**src/rtl/apu_frame_counter.sv**
```systemverilog
// APU frame sequencer: counts CPU cycles, emits quarter/half-frame strobes,
// raises the 4-step frame IRQ and handles delayed $4017 counter resets.
// Ports: clk_in, rst_n_in (async, active-low); cpu_cycle_pulse_in;
//   d_in/wr_in ($4017 write); irq_ack_in ($4015 read ack);
//   eg_pulse_out (quarter), lc_pulse_out (half), frame_irq_out (level).
module apu_frame_counter #(
  parameter int unsigned STEP1    = 7457,
  parameter int unsigned STEP2    = 14913,
  parameter int unsigned STEP3    = 22371,
  parameter int unsigned STEP4    = 29829,
  parameter int unsigned STEP5    = 37281,
  parameter int unsigned WR_DELAY = 3
) (
  input  logic       clk_in,
  input  logic       rst_n_in,
  input  logic       cpu_cycle_pulse_in,
  input  logic [7:0] d_in,
  input  logic       wr_in,
  input  logic       irq_ack_in,
  output logic       eg_pulse_out,
  output logic       lc_pulse_out,
  output logic       frame_irq_out
);

  localparam logic [15:0] S1  = 16'(STEP1);
  localparam logic [15:0] S2  = 16'(STEP2);
  localparam logic [15:0] S3  = 16'(STEP3);
  localparam logic [15:0] S4  = 16'(STEP4);
  localparam logic [15:0] S5  = 16'(STEP5);
  localparam logic [1:0]  DLY = 2'(WR_DELAY - 1);

  logic [15:0] cnt_q, cnt_d;
  logic [1:0]  dly_q, dly_d;
  logic        mode_q, mode_d;
  logic        inh_q, inh_d;
  logic        irq_q, irq_d;
  logic        pend_q, pend_d;
  logic        eg_q, eg_d;
  logic        lc_q, lc_d;
  logic [15:0] last;
  logic [15:0] nxt;
  logic        set_irq;

  always_comb begin
    cnt_d   = cnt_q;
    dly_d   = dly_q;
    mode_d  = mode_q;
    inh_d   = inh_q;
    irq_d   = irq_q;
    pend_d  = pend_q;
    eg_d    = 1'b0;
    lc_d    = 1'b0;
    set_irq = 1'b0;

    // A write lands before a coincident CPU pulse, so the
    // pulse below already sees the new mode and delay.
    if (wr_in) begin
      mode_d = d_in[7];
      inh_d  = d_in[6];
      pend_d = 1'b1;
      dly_d  = DLY;
    end

    // ">=" makes a 1->0 mode switch past STEP4 wrap at once.
    last = mode_d ? S5 : S4;
    nxt  = (cnt_q >= last) ? 16'd0 : cnt_q + 16'd1;

    if (cpu_cycle_pulse_in) begin
      if (pend_d && (dly_d == 2'd0)) begin
        cnt_d  = 16'd0;
        pend_d = 1'b0;
        eg_d   = mode_d;
        lc_d   = mode_d;
      end else begin
        if (pend_d) dly_d = dly_d - 2'd1;
        cnt_d = nxt;
        unique case (1'b1)
          (nxt == S1), (nxt == S3): begin
            eg_d = 1'b1;
          end
          (nxt == S2): begin
            eg_d = 1'b1;
            lc_d = 1'b1;
          end
          (nxt == S4 && !mode_d): begin
            eg_d    = 1'b1;
            lc_d    = 1'b1;
            set_irq = !inh_d;
          end
          (nxt == S5 && mode_d): begin
            eg_d = 1'b1;
            lc_d = 1'b1;
          end
          default: ;
        endcase
      end
    end

    if (irq_ack_in || (wr_in && d_in[6])) irq_d = 1'b0;
    if (set_irq) irq_d = 1'b1;
  end

  always_ff @(posedge clk_in or negedge rst_n_in) begin
    if (!rst_n_in) begin
      cnt_q  <= '0;
      dly_q  <= '0;
      mode_q <= 1'b0;
      inh_q  <= 1'b0;
      irq_q  <= 1'b0;
      pend_q <= 1'b0;
      eg_q   <= 1'b0;
      lc_q   <= 1'b0;
    end else begin
      cnt_q  <= cnt_d;
      dly_q  <= dly_d;
      mode_q <= mode_d;
      inh_q  <= inh_d;
      irq_q  <= irq_d;
      pend_q <= pend_d;
      eg_q   <= eg_d;
      lc_q   <= lc_d;
    end
  end

  assign eg_pulse_out  = eg_q;
  assign lc_pulse_out  = lc_q;
  assign frame_irq_out = irq_q;

endmodule

```
**config.mk**
```make
export PLATFORM = sky130hd
export DESIGN_NAME = apu_frame_counter
export DESIGN_NICKNAME = d
export VERILOG_FILES = /design/src/rtl/apu_frame_counter.sv
export SDC_FILE = /design/constraint.sdc
export NUM_CORES = 1
export LEC_CHECK = 0
export ABC_CLOCK_PERIOD_IN_PS = 6900
export CORE_ASPECT_RATIO = 1.4
export CORE_MARGIN = 2
export CORE_UTILIZATION = 55
export CTS_CLUSTER_DIAMETER = 80
export CTS_CLUSTER_SIZE = 24
export DETAILED_ROUTE_END_ITERATION = 6
export HOLD_SLACK_MARGIN = 0.15
export PLACE_DENSITY = 0.75
export SLEW_MARGIN = 30
export SYNTH_ARGS = -nofsm -noshare
export SYNTH_HDL_FRONTEND = slang
export SYNTH_SLANG_ARGS = --single-unit
```
**constraint.sdc**
```tcl
create_clock -name clk_in -period 6.9 [get_ports clk_in]
set_input_delay 1.725 -clock clk_in [delete_from_list [all_inputs] [get_ports clk_in]]
set_output_delay 1.725 -clock clk_in [all_outputs]
set_load 0.005 [all_outputs]
```
==> impl_results.md <==
* Outcome: finished, final reports clean
* Final worst path period need at 4.968 ns
* DP HPWL at 3368 um
* Die width at 54.32 um
* Max FO, Critical Path at 23
* Post-CTS Resized at 0
* CTS tree: done
* # IOs at 16
* WP data required at 7.07 ns
* Syn Std Cell Area at 0.001949 sq mm
* Final Cycle Share at 0.7199
* Total negative slack at 0 ns
* CP Capture Type: register
* Synth Net Count at 254
* TritonCTS Buffers at 3
* Commonest cells after routing, fill and taps aside: dfrtp_1, nand2_1, inv_1
* Clock share of power at 0.242
* Largest net degree at the start of global routing at 25
* Flop pwr share at 0.441
* Via density at 6.481
* Synth warnings at 0
* Cell count after synthesis at 230
* Initial antenna violation count at 0
* First-pass DRT Iterations at 4
* Total number of vias at 1,750
* Reg clk slew, reported paths at 0.09 ns
* Max VDD drop at 131.7 uV
* Pre-CTS WS at 1.683 ns
* Crit path DAT at 5.13 ns
* ANT nets after route at 0
* Post-synthesis compound-gate area fraction at 0.2041
* Total power draw at 0.0004111 W
* Startpoint types: input port
* Slew headroom at 0.4751
* Die area at 0.004043 sq mm
* Most common cell after layout, fill and taps aside: dfrtp_1
* Final wirelength at 4596 um
* Comb pwr share at 0.318
* Clk sinks at 24
* Gpl congestion at 0.9451
* Worst-margin pin slew at 0.7849 ns
* Num rows at 25
* Top achievable clock speed at 201.3 MHz
* Worst Clk Skew at 0.003746 ns
* Hold Fails Final Rpt at 0
* Vias in the first global route at 1,678
* Hold crit path type: reg2reg
* Reg2reg setup slack at 3.81 ns
* GRT Overall Usage at 0.2537
* Clk_lat worst skew at 0.27 ns
* Die Height at 74.44 um
* Ys async rst share at 1.000
* Root Driver: clkbuf_8
* Initial core utilization at 0.5770
* Core ar. at 0.003378 sq mm
* Main synth FF type: dfrtp_1
* Utilization after layout at 0.6174
* Simple-gate share of the synthesized area at 0.2683
* Pwr Density at 197.1 mW/mm^2
* Longest Clk Path Bufs at 2
* Initial DRC count at 62
* Sequential cell area fraction in the yosys report at 0.3081
* N_diodes at 0
* EDFF count, synth at 0
* Drt drc at 0
* Final worst slack at 1.932 ns
* Drt wl/cell at 17.02 um
* PortBufs at 9
* Largest family of logic cells by synthesized area: simple AND/OR/NAND/NOR gates
* Static Leak at 0.8471 nW
* Net Sw Power at 0.0001568 W
* Hold buffers post-CTS at 0
* Global-route wire length before repair at 7507 um
* Int Power at 0.0002543 W
* H-tree Lvls at 1
* GRT overflow at 0
* Area grow syn2layout at 6.996%
* Setup violations, final at 0
* Synth Area in Adders at 0.07060
* Syn Area/Cell at 8.476 sq um
* Max Transition Viols Final at 0
* Total of max-cap violations at 0
* NumNets Final at 255
* Post-CTS setup buffers at 0
* Switch share at 0.3814
* Critical Setup Path Class: in2reg
* Distinct cells, synth at 52
* Synth Area in XOR/XNOR at 0.05841
* Post-synthesis mux area share at 0.01605
* Fraction of layout cells with a size suffix above 1 at 0.06957
* RSZ-0062 raised after global routing: no
* Register bit count reported by yosys at 24
cell families (layout without fill, tap and decap cells):
| group | after synthesis | count (layout) |
|---|---|---|
| xor gates and xnor gates | 10 | 10 |
| adders and majority gates | 11 | 11 |
| AOI/OAI and AO/OA | 59 | 59 |
| muxes | 3 | 3 |
| DFF | 24 | 24 |
| buffers and inverters | 35 | 35 |
| and+or+nand+nor | 88 | 88 |
worst max-delay path: stages:
cell,delay [ns]
clkdlybuf4s50_1,0.67
mux2i_1,0.61
inv_1,0.30
ha_1,0.26
o31ai_1,0.21
o211ai_1,0.15
a21o_1,0.20
a211o_1,0.58
o21ai_0,0.28
nand2_1,0.08
o41ai_1,0.07
power by group through the flow:
stage                     combinational (W)  clock [W]  sequential [W]
after floorplan                    0.000105          0        0.000170
after global placement             0.000127          0        0.000182
after detailed placement           0.000131          0        0.000184
after CTS                          0.000132   0.000101        0.000181
after global routing               0.000145   0.000105        0.000185
final                              0.000131  0.0000994        0.000181
through the flow:
stage / hold slack, ns / instances / area [sq um]
after detailed placement: 0.5099 / 266 / 2031
after global routing: 0.5428 / 270 / 2086
after global placement: 0.5004 / 266 / 2031
after floorplan: 0.4810 / 230 / 1949
final: 0.5195 / 270 / 2086
after CTS: 0.5303 / 270 / 2086
cells in the mapped netlist, drive strengths merged, types with 4 or more instances:
library cell / number / area [sq um]
o31ai: 8 / 60.06
nor4: 9 / 77.57
ha: 11 / 137.6
and2: 5 / 31.28
nand2: 21 / 78.83
inv: 21 / 78.82
nor2: 11 / 41.29
or4: 4 / 33.78
dfrtp: 24 / 600.6
xnor2: 8 / 96.35
o21ai: 17 / 85.08
nand3: 11 / 55.05
o22ai: 8 / 50.05
nor2b: 4 / 25.02
a21oi: 7 / 35.03
clkbuf: 8 / 30.03
buf: 6 / 36.28
nand4: 8 / 71.32
area by class of cell:
| type | instances | area (sq um) |
|---|---|---|
| multi-input combinational | 171 | 1204 |
| tap | 40 | 50.05 |
| timing repair buffer | 10 | 97.59 |
| clock buffer | 4 | 55.05 |
| sequential | 24 | 600.6 |
| fill | 308 | 1292 |
| inverter | 21 | 78.83 |
flip-flops by register name, summed over array words and instances, names as in the netlist:
register,count
mode_q,1
frame_irq_out,1
eg_pulse_out,1
inh_q,1
lc_pulse_out,1
cnt_q,16
pend_q,1
dly_q,2
worst paths after layout:
check / from / end / cells after the start
setup / recovery: wr_in / cnt_q[9] / 11
hold / removal: inh_q / inh_q / 1
setup reg to reg: mode_q / cnt_q[9] / 10
hold reg to reg: inh_q / inh_q / 1
max in group asynchronous: rst_n_in / cnt_q[8] / 2
min in group asynchronous: rst_n_in / cnt_q[4] / 2
routing by layer:
layer,vias to the layer above,wire [um],track usage
met3,10,166,0.02410
met1,836,1843,0.2846
met5,-,0,0
li1,850,-,-
met2,54,2459,0.4458
met4,0,126,0.1556
No activity file was read; power rests on OpenSTA's default activity.
